--- src/rtl/engine_job_ctrl_if.sv ---
// Control/status channel between the job controller, the engine wrapper and its stream movers.
// master = job controller side, slave = engine/streamer side.
interface engine_job_ctrl_if #(
  parameter int N_IN  = 1,
  parameter int N_OUT = 1,
  parameter int LEN_W = 16
);
  logic [N_IN-1:0]        src_start_o;
  logic [N_IN-1:0]        src_done_i;
  logic [N_OUT-1:0]       sink_start_o;
  logic [N_OUT-1:0]       sink_done_i;
  logic                   eng_start_o;
  logic [N_IN*LEN_W-1:0]  eng_max_in_o;
  logic [N_OUT*LEN_W-1:0] eng_max_out_o;
  logic                   eng_clear_o;
  logic                   eng_done_i;
  logic                   eng_ready_i;
  logic                   eng_idle_i;

  modport master (
    output src_start_o, sink_start_o, eng_start_o, eng_max_in_o, eng_max_out_o, eng_clear_o,
    input  src_done_i, sink_done_i, eng_done_i, eng_ready_i, eng_idle_i
  );

  modport slave (
    input  src_start_o, sink_start_o, eng_start_o, eng_max_in_o, eng_max_out_o, eng_clear_o,
    output src_done_i, sink_done_i, eng_done_i, eng_ready_i, eng_idle_i
  );
endinterface

--- src/rtl/engine_job_ctrl.sv ---
// Job sequencer: starts engine + streamers, gathers their completions, reports one end-of-job event.
// Trigger->eng_start 1 cycle, last done->evt_o 2 cycles; no backpressure, triggers outside IDLE are dropped.
module engine_job_ctrl #(
  parameter int N_IN  = 1,
  parameter int N_OUT = 1,
  parameter int LEN_W = 16,
  parameter int TO_W  = 24
) (
  input  logic                   clk_i,
  input  logic                   rst_ni,
  input  logic                   test_mode_i,
  input  logic                   clear_i,
  input  logic                   trigger_i,
  input  logic [N_IN*LEN_W-1:0]  len_in_i,
  input  logic [N_OUT*LEN_W-1:0] len_out_i,
  input  logic [TO_W-1:0]        timeout_i,
  engine_job_ctrl_if.master      ctl,
  output logic                   busy_o,
  output logic                   evt_o,
  output logic                   err_len_o,
  output logic                   err_timeout_o,
  output logic [31:0]            cycles_o
);

  typedef enum logic [2:0] {
    S_IDLE,
    S_START,
    S_RUN,
    S_FLUSH,
    S_DONE
  } state_t;

  state_t                 r_state;
  state_t                 w_state_nxt;
  logic [N_IN*LEN_W-1:0]  r_max_in;
  logic [N_OUT*LEN_W-1:0] r_max_out;
  logic [N_IN-1:0]        r_src_seen;
  logic [N_OUT-1:0]       r_sink_seen;
  logic                   r_eng_seen;
  logic [31:0]            r_cycles;
  logic [TO_W-1:0]        r_wdog;
  logic [TO_W-1:0]        w_wdog_nxt;
  logic                   r_err_len;
  logic                   r_err_to;
  logic                   r_len_evt;
  logic                   r_clr_dly;
  logic                   w_len_zero;
  logic                   w_all_done;
  logic                   w_timeout;
  logic                   w_accept;
  logic                   w_reject;
  logic                   w_eng_start;
  logic                   w_eng_clear;
  logic                   w_busy;
  logic                   w_evt;
  logic                   w_unused;

  // Status-only engine flags and test mode carry no function here.
  assign w_unused = ^{test_mode_i, ctl.eng_ready_i, ctl.eng_idle_i};

  always_comb begin
    w_len_zero = 1'b0;
    for (int k = 0; k < N_IN; k++) begin
      if (len_in_i[k*LEN_W +: LEN_W] == '0) w_len_zero = 1'b1;
    end
    for (int k = 0; k < N_OUT; k++) begin
      if (len_out_i[k*LEN_W +: LEN_W] == '0) w_len_zero = 1'b1;
    end
  end

  // Done inputs arriving this cycle count toward completion alongside the sticky bits.
  assign w_all_done = (&(r_src_seen | ctl.src_done_i)) &
                      (&(r_sink_seen | ctl.sink_done_i)) &
                      (r_eng_seen | ctl.eng_done_i);
  assign w_wdog_nxt = r_wdog + TO_W'(1);
  assign w_timeout  = (timeout_i != '0) && (w_wdog_nxt == timeout_i);

  always_ff @(posedge clk_i or negedge rst_ni) begin
    if (!rst_ni) begin
      r_state <= S_IDLE;
    end else begin
      r_state <= w_state_nxt;
    end
  end

  always_comb begin
    w_state_nxt = r_state;
    w_accept    = 1'b0;
    w_reject    = 1'b0;
    w_eng_start = 1'b0;
    w_eng_clear = r_clr_dly;
    w_evt       = r_len_evt;
    w_busy      = (r_state != S_IDLE);
    case (r_state)
      S_IDLE: begin
        if (trigger_i) begin
          if (w_len_zero) begin
            w_reject = 1'b1;
          end else begin
            w_accept    = 1'b1;
            w_state_nxt = S_START;
          end
        end
      end
      S_START: begin
        w_eng_start = 1'b1;
        w_state_nxt = S_RUN;
      end
      S_RUN: begin
        if (w_all_done || w_timeout) w_state_nxt = S_FLUSH;
      end
      S_FLUSH: begin
        w_eng_clear = 1'b1;
        w_state_nxt = S_DONE;
      end
      S_DONE: begin
        w_evt       = 1'b1;
        w_state_nxt = S_IDLE;
      end
      default: w_state_nxt = S_IDLE;
    endcase
    if (clear_i) begin
      w_state_nxt = S_IDLE;
      w_accept    = 1'b0;
      w_reject    = 1'b0;
    end
  end

  always_ff @(posedge clk_i or negedge rst_ni) begin
    if (!rst_ni) begin
      r_max_in    <= '0;
      r_max_out   <= '0;
      r_src_seen  <= '0;
      r_sink_seen <= '0;
      r_eng_seen  <= 1'b0;
      r_cycles    <= '0;
      r_wdog      <= '0;
      r_err_len   <= 1'b0;
      r_err_to    <= 1'b0;
      r_len_evt   <= 1'b0;
      r_clr_dly   <= 1'b0;
    end else begin
      r_len_evt <= 1'b0;
      r_clr_dly <= clear_i;
      if (clear_i) begin
        r_src_seen  <= '0;
        r_sink_seen <= '0;
        r_eng_seen  <= 1'b0;
        r_cycles    <= '0;
        r_wdog      <= '0;
        r_err_len   <= 1'b0;
        r_err_to    <= 1'b0;
      end else begin
        if (w_reject) begin
          r_err_len <= 1'b1;
          r_len_evt <= 1'b1;
        end
        if (w_accept) begin
          r_max_in    <= len_in_i;
          r_max_out   <= len_out_i;
          r_src_seen  <= '0;
          r_sink_seen <= '0;
          r_eng_seen  <= 1'b0;
          r_cycles    <= '0;
          r_wdog      <= '0;
        end
        if (r_state == S_RUN) begin
          r_src_seen  <= r_src_seen | ctl.src_done_i;
          r_sink_seen <= r_sink_seen | ctl.sink_done_i;
          r_eng_seen  <= r_eng_seen | ctl.eng_done_i;
          r_wdog      <= w_wdog_nxt;
          if (r_cycles != '1) r_cycles <= r_cycles + 32'd1;
          // Completion wins a same-cycle tie with the watchdog.
          if (!w_all_done && w_timeout) r_err_to <= 1'b1;
        end
      end
    end
  end

  assign ctl.eng_start_o   = w_eng_start;
  assign ctl.src_start_o   = {N_IN{w_eng_start}};
  assign ctl.sink_start_o  = {N_OUT{w_eng_start}};
  assign ctl.eng_clear_o   = w_eng_clear;
  assign ctl.eng_max_in_o  = r_max_in;
  assign ctl.eng_max_out_o = r_max_out;
  assign busy_o            = w_busy;
  assign evt_o             = w_evt;
  assign err_len_o         = r_err_len;
  assign err_timeout_o     = r_err_to;
  assign cycles_o          = r_cycles;

endmodule
--- src/flat_wrapper.sv ---
// flat-port wrapper written by rule: the top's interface ports become plain ports
module engine_job_ctrl_flat 
#(
  parameter int N_IN  = 1,
  parameter int N_OUT = 1,
  parameter int LEN_W = 16,
  parameter int TO_W  = 24
)
  (clk_i, rst_ni, test_mode_i, clear_i, trigger_i, len_in_i, len_out_i, timeout_i, busy_o, evt_o, err_len_o, err_timeout_o, cycles_o, ctl_src_start_o, ctl_sink_start_o, ctl_eng_start_o, ctl_eng_max_in_o, ctl_eng_max_out_o, ctl_eng_clear_o, ctl_src_done_i, ctl_sink_done_i, ctl_eng_done_i, ctl_eng_ready_i, ctl_eng_idle_i);
  engine_job_ctrl_if #(.N_IN(N_IN), .N_OUT(N_OUT), .LEN_W(LEN_W)) ctl_i ();
  input  logic clk_i;
  input  logic rst_ni;
  input  logic test_mode_i;
  input  logic clear_i;
  input  logic trigger_i;
  input  logic [N_IN*LEN_W-1:0] len_in_i;
  input  logic [N_OUT*LEN_W-1:0] len_out_i;
  input  logic [TO_W-1:0] timeout_i;
  output logic busy_o;
  output logic evt_o;
  output logic err_len_o;
  output logic err_timeout_o;
  output logic [31:0] cycles_o;
  output wire logic [$bits(ctl_i.src_start_o)-1:0] ctl_src_start_o;
  output wire logic [$bits(ctl_i.sink_start_o)-1:0] ctl_sink_start_o;
  output wire logic [$bits(ctl_i.eng_start_o)-1:0] ctl_eng_start_o;
  output wire logic [$bits(ctl_i.eng_max_in_o)-1:0] ctl_eng_max_in_o;
  output wire logic [$bits(ctl_i.eng_max_out_o)-1:0] ctl_eng_max_out_o;
  output wire logic [$bits(ctl_i.eng_clear_o)-1:0] ctl_eng_clear_o;
  input wire logic [$bits(ctl_i.src_done_i)-1:0] ctl_src_done_i;
  input wire logic [$bits(ctl_i.sink_done_i)-1:0] ctl_sink_done_i;
  input wire logic [$bits(ctl_i.eng_done_i)-1:0] ctl_eng_done_i;
  input wire logic [$bits(ctl_i.eng_ready_i)-1:0] ctl_eng_ready_i;
  input wire logic [$bits(ctl_i.eng_idle_i)-1:0] ctl_eng_idle_i;
  assign ctl_src_start_o = ctl_i.src_start_o;
  assign ctl_sink_start_o = ctl_i.sink_start_o;
  assign ctl_eng_start_o = ctl_i.eng_start_o;
  assign ctl_eng_max_in_o = ctl_i.eng_max_in_o;
  assign ctl_eng_max_out_o = ctl_i.eng_max_out_o;
  assign ctl_eng_clear_o = ctl_i.eng_clear_o;
  assign ctl_i.src_done_i = ctl_src_done_i;
  assign ctl_i.sink_done_i = ctl_sink_done_i;
  assign ctl_i.eng_done_i = ctl_eng_done_i;
  assign ctl_i.eng_ready_i = ctl_eng_ready_i;
  assign ctl_i.eng_idle_i = ctl_eng_idle_i;
  engine_job_ctrl #(.N_IN(N_IN), .N_OUT(N_OUT), .LEN_W(LEN_W), .TO_W(TO_W)) u_core (.clk_i(clk_i), .rst_ni(rst_ni), .test_mode_i(test_mode_i), .clear_i(clear_i), .trigger_i(trigger_i), .len_in_i(len_in_i), .len_out_i(len_out_i), .timeout_i(timeout_i), .ctl(ctl_i), .busy_o(busy_o), .evt_o(evt_o), .err_len_o(err_len_o), .err_timeout_o(err_timeout_o), .cycles_o(cycles_o));
endmodule
--- config.mk ---
export PLATFORM = sky130hd
export DESIGN_NAME = engine_job_ctrl_flat
export DESIGN_NICKNAME = d
export VERILOG_FILES = /design/src/rtl/engine_job_ctrl_if.sv /design/src/rtl/engine_job_ctrl.sv /design/src/flat_wrapper.sv
export SDC_FILE = /design/constraint.sdc
export NUM_CORES = 1
export LEC_CHECK = 0
export ABC_AREA = 0
export CORE_ASPECT_RATIO = 1.5
export CORE_MARGIN = 4
export CORE_UTILIZATION = 54
export CTS_CLUSTER_DIAMETER = 60
export CTS_CLUSTER_SIZE = 20
export DETAILED_ROUTE_END_ITERATION = 8
export GPL_TIMING_DRIVEN = 0
export PLACE_DENSITY = 0.86
export SYNTH_ARGS = -nofsm -noshare
export SYNTH_HDL_FRONTEND = slang
export SYNTH_SLANG_ARGS = --single-unit
export TNS_END_PERCENT = 5
--- constraint.sdc ---
create_clock -name clk_i -period 7 [get_ports clk_i]
set_clock_uncertainty 0.1 [all_clocks]
set_input_delay 1.75 -clock clk_i [delete_from_list [all_inputs] [get_ports clk_i]]
set_output_delay 1.75 -clock clk_i [all_outputs]
set_load 0.05 [all_outputs]
## Yosys cells after proc, flatten, opt, wreduce, memory -nomap -nowiden

Cells that the tools add are included.
W data, S select, Z words.

- Bits in registers: 98

- Bitwise logic cells: 6
- Muxes and demuxes: 39
- Reductions and logical operators: 16
- Equality and inequality tests: 9
- $add $sub $neg: 2

Operators by type and width:

| operator | number |
|---|---|
| $mux W32 | 4 |
| $mux W24 | 3 |
| $add A32 B1 Y32 const B | 1 |
| $logic_not A16 Y1 | 2 |
| $ne A32 B32 Y1 const B | 1 |
| $mux W1 | 27 |
| $add A24 B1 Y24 const B | 1 |
| $eq A24 B24 Y1 | 1 |
| $reduce_bool A24 Y1 | 1 |
| $mux W3 | 4 |
| $pmux W3 S4 | 1 |
| $eq A3 B2 Y1 const B | 2 |
| $ne A3 B3 Y1 const B | 2 |
| $reduce_bool A2 Y1 | 3 |
| $reduce_bool A3 Y1 | 2 |
| $reduce_and A2 Y1 | 2 |
| $eq A3 B1 Y1 const B | 1 |
| $eq A3 B3 Y1 const B | 1 |
| $logic_not A3 Y1 | 1 |
| $ne A3 B2 Y1 const B | 1 |
| $or A1 B1 Y1 | 3 |
| $reduce_and A3 Y1 | 1 |
| $and A1 B1 Y1 | 2 |
| $logic_and A1 B1 Y1 | 2 |
| other kinds (3) | 3 |

## Depth between registers and ports, before layout

- Word-level depth: 11
- Gate-level depth with buffers: 9
- Mapped depth without buffers: 8

## Least setup slack after synthesis

No wires, ideal clock.

- Path kind: register -> output
- Start point: reg u_core.r_state[1]
- End point: out ctl_sink_start_o
- Cell stages (with the launch flop): 4
- Slack: 2,974 ps
- Buffers on the path: 2
- Data arrival time: 2,176 ps
- Path through: dfrtp_1 > clkbuf_1 > nor3b_1 > buf_4

- Longest elaborated chain between the ends: 2

Ends and longest elaborated chain:

| element | RTL line | text |
|---|---|---|
| from (decl) | engine_job_ctrl.sv:33 | `state_t r_state;` |
| from (signal assigned) | engine_job_ctrl.sv:82 | `r_state <= w_state_nxt;` |
| $eq A3 B1 Y1 | engine_job_ctrl.sv:94 | `case (r_state)` |
| $mux W1 | engine_job_ctrl.sv:94 |  |
| to (decl) | flat_wrapper.sv:25 | `output wire logic [$bits(ctl_i.sink_start_o)-1:0] ctl_sink_start_o;` |

No other way between the ends.

## Worst setup path in the final report

- Start point: reg u_core.r_state[1]
- End point: out ctl_src_start_o

- Longest elaborated chain between the ends: 2

Ends and longest elaborated chain:

| element | RTL line | text |
|---|---|---|
| $eq A3 B1 Y1 | engine_job_ctrl.sv:94 |  |
| $mux W1 | engine_job_ctrl.sv:94 |  |
| to (decl) | flat_wrapper.sv:24 | `output wire logic [$bits(ctl_i.src_start_o)-1:0] ctl_src_start_o;` |

No other way between the ends.

==> impl_summary.md <==
Worst setup path
STA classifies the critical path endpoint as a primary output. The number of buffer and inverter instances along the worst setup path is 3. The family with the most delay on the worst path is buffers and inverters.

Data arrives at the worst endpoint at 2380 ps. The critical path goes through clkbuf_1 > nor3b_1 > buf_4 > clkdlybuf4s50_1. In this run the worst path has a maximum fanout of 7. STA classifies the critical path startpoint as a register. The required time of the worst setup path is between 5000 and 6000 ps. The slowest cell on the critical path is sky130_fd_sc_hd__clkdlybuf4s50_1. The stage delay of the slowest cell on the critical path is 820 ps. The worst setup path is of the register to primary output kind.

Floorplan
The starting utilization of the core area is 0.553. The site row count is 45. The overall die height is around 130 um.

In this run the count of I/O pins placed on the die edge is 138. The die is a little over 90 um wide. The overall die area is 12,100 sq um. In this run the standard cell core region covers 10,100 sq um.

Synthesis
Of all flip-flops after synthesis, the portion carrying an async set or reset was 1.00. Yosys attributes the largest share of cell area to sky130_fd_sc_hd__dfrtp_1 44%, sky130_fd_sc_hd__o21ai_0 7.1%, sky130_fd_sc_hd__mux2_2 6.6%, sky130_fd_sc_hd__xnor2_1 3.9%, sky130_fd_sc_hd__nor2_1 3.9%. Of the synthesized area, sequential elements account for 0.438. The synthesized design contains 0 enable-type register cells.

The net count of the mapped netlist is 698. In this run, synthesis produced a sequential element count of 98. The unique cell type count in the Yosys netlist is between 50 and 60. The cell type with the largest total area after synthesis is sky130_fd_sc_hd__dfrtp_1.

Among all cell types in the netlist, the one instantiated most often is sky130_fd_sc_hd__dfrtp_1. Of the post-synthesis cell area, the dominant cell type holds 0.438. Averaged over all synthesized cells, the footprint is roughly 8.9 sq um.

The commonest cells after synthesis are 98 x sky130_fd_sc_hd__dfrtp_1, 79 x sky130_fd_sc_hd__o21ai_0, 58 x sky130_fd_sc_hd__nor2_1, 52 x sky130_fd_sc_hd__nand2_1, 34 x sky130_fd_sc_hd__a21oi_1. The count of synthesis-stage warnings from yosys is 0. The post-synthesis instance total is 630.

Summing every instance area after synthesis gives 5600 sq um. In the synthesized netlist the dominant register cell turns out to be sky130_fd_sc_hd__dfrtp_1.

Clocking
The register clock-pin slew on the reported worst setup and hold paths is 70 ps. The count of clock tree sinks is 98. The longest clock path from root to sink contains 2 buffers. The maximum level of the CTS H-tree is 3. Counting the buffers created by CTS gives 9. The source-to-sink clock delay at the later pin of the worst-skew pair is 350 ps. Buffers added to address setup during post-CTS repair amount to 0. The count of instances resized after the clock tree is built is 0.

The master cell of the clock root buffer is sky130_fd_sc_hd__clkbuf_16. TritonCTS built the clock tree. The number of hold buffers added after CTS was 0.

STA
Setup violations remaining at the end of the flow were counted as 0. The count of final hold-check violations came to 0. Static timing analysis puts the maximum clock frequency at 0.236 GHz. In this run the tightest slew margin relative to its limit is 0.425.

In the finished design, the share of the clock period the worst path needs comes to 0.604. At the pin with the least slew margin, the transition time is 854 ps. The summed negative setup slack over all endpoints is 0 ps. Final hold analysis gives a worst-case slack of approximately 390 ps.

Once routing completed, OpenROAD measured the worst setup slack at 2770 ps. Setup repair after global routing left no endpoint under its margin. The post-route minimum period is 4230 ps. The count of pins over their slew limit is 0.

Routing
The final wirelength is 17,800 um. In this run, the number of DRC markers left after iteration 0 of detailed routing was ~480. After detailed routing, the number of remaining DRC violations is 0. The number of iterations in the first detailed-routing pass is 6.

The wire length per cell after detailed routing is ~20 um. Using the TritonRoute via totals, the vias-per-cell ratio works out to 6.38. The count of nets left with antenna violations once routing finished came out at 0.

The final route contains approximately 5,700 vias.

Final layout
The layout filler cell count is between 700 and 800. In the final layout, the share of cells above drive strength 1 is 0.0922. The finished cells cover 7410 sq um. The repair_antennas step left the layout with diodes totalling 0.

In the final design database the tool counted 844 nets. The area growth from synthesis to layout is 32.3%.

Pwr
The total leakage power is 2.98 nW. In this run the power density over the cells is between 200 and 250 nW/um^2. The net switching power is 0.619 mW. The design draws 1.73 mW. The share of total power dissipated in sequential elements is 0.382. The maximum VDD drop is 273 uV.

The switching share of total power is 0.358. The cell-internal power is 1.11 mW. The combinational power share is 0.330. The share of power burned in the clock network is 0.288.

GRT
The maximum number of pins on one net before global-route repair is 69. The number of antenna violations at the first check in global routing is 0. Across every metal layer, demand over resource in global routing totals 0.293. The first global-routing pass estimated approximately 29,000 um of wire. Global routing finished with a remaining overflow of 0.

The number of global-route vias before repair was 5,809.

Placed design
The detailed placer's ending HPWL is 12,900 um. Once placement finished, the instance area stood at 7110 sq um. The count of buffers added on input and output ports is between 100 and 150. OpenSTA, run right after detailed placement, puts the worst setup slack at roughly 2400 ps. The placer's final routability congestion estimate is 0.913.

Hold path
The min-delay analysis places its worst path in the category register to register.

Status
The flow ran to the end, and the final reports show no timing, DRC or antenna violations.

Flow run
The max-capacitance violation count is 0.
==> routing by layer <==
layer  GRT usage  up-vias  share of wire
met5           0        -              0
met4       0.158        0          0.045
met2       0.516      315           0.52
met1       0.333     2748           0.37
met3      0.0546       76          0.067
li1            -     2586              -
==> layout by cell type (no fill, tap or decap), drive strengths merged, types with 4 or more instances in the layout <==
master	count
nand2	52
and2	8
mux2	33
xnor2	25
a31oi	13
nor2	59
o31ai	9
or4	4
nor4	23
nor3	15
nand4	20
clkdlybuf4s50	133
a21oi	34
xor2	8
buf	15
nand3	26
o21ai	79
or3	4
a22o	6
and3	17
clkbuf	35
inv	21
dfrtp	98
==> stage by stage <==
step / util / instances
6_report: 0.731 / 898
4_1_cts: 0.731 / 898
3_5_place_dp: 0.702 / 882
3_3_place_gp: 0.699 / 881
2_1_floorplan: - / 630
5_1_grt: 0.731 / 898
==> cell type report <==
| type | count | area, sq um | share of cell area |
|---|---|---|---|
| flip-flops and latches | 98 | 2450 | 0.331 |
| clock buffers | 10 | 229 | 0.0309 |
| well taps | 117 | 146 | 0.0198 |
| clock inverters | 6 | 66.3 | 0.00895 |
| inverters | 20 | 75.1 | 0.0101 |
| plain buffers | 38 | 164 | 0.0221 |
| repair buffers | 135 | 1370 | 0.184 |
| multi-input cells | 474 | 2910 | 0.393 |
==> cells by family (layout without fill, tap and decap cells) <==
family,after synthesis,in the layout,share of synthesized area
AND/OR/NAND/NOR,241,241,0.223
AO/OA/AOI/OAI,165,165,0.174
flip-flops,98,98,0.438
buffers and inverters,58,209,0.0427
XOR/XNOR,33,33,0.0516
multiplexers,33,33,0.0664
adder cells (fa/ha/maj),2,2,0.00447
==> path summary, 6_finish.rpt <==
path	startpoint	to	slack (ps)	cells after the start
min in group asynchronous	rst_ni	u_core.cycles_o[8]	1250	1
worst min register to register	u_core.err_len_o	u_core.err_len_o	390	1
worst max-delay path	u_core.r_state[1]	ctl_src_start_o	2770	4
max in group asynchronous	rst_ni	u_core.ctl.eng_max_out_o[3]	4850	2
worst max register to register	u_core.r_wdog[0]	u_core.err_timeout_o	3600	7
worst min-delay path	u_core.err_len_o	u_core.err_len_o	390	1
==> sequential cells by signal, indices dropped and copies added (netlist names) <==
register                  flops
u_core.r_eng_seen             1
u_core.cycles_o              32
u_core.err_len_o              1
u_core.ctl.eng_max_in_o      16
u_core.err_timeout_o          1
u_core.ctl.eng_max_out_o     16
u_core.r_clr_dly              1
u_core.r_len_evt              1
u_core.r_state                3
u_core.r_wdog                24
u_core.r_src_seen             1
u_core.r_sink_seen            1
==> worst register-to-register path: cells and delay by family (launching register included) <==
family,cells,cell delay (ps)
flops,1,520
simple gates,4,1540
compound gates,2,930
xor+xnor,1,210
==> power groups by stage <==
stage	logic [mW]	registers (mW)	clock network, mW
final	0.572	0.660	0.499
after global routing	0.594	0.668	0.529
after CTS	0.573	0.660	0.502
after detailed placement	0.569	0.670	0
after global placement	0.559	0.666	0
after floorplan	0.142	0.865	0
(Power assumes the default switching activity.)
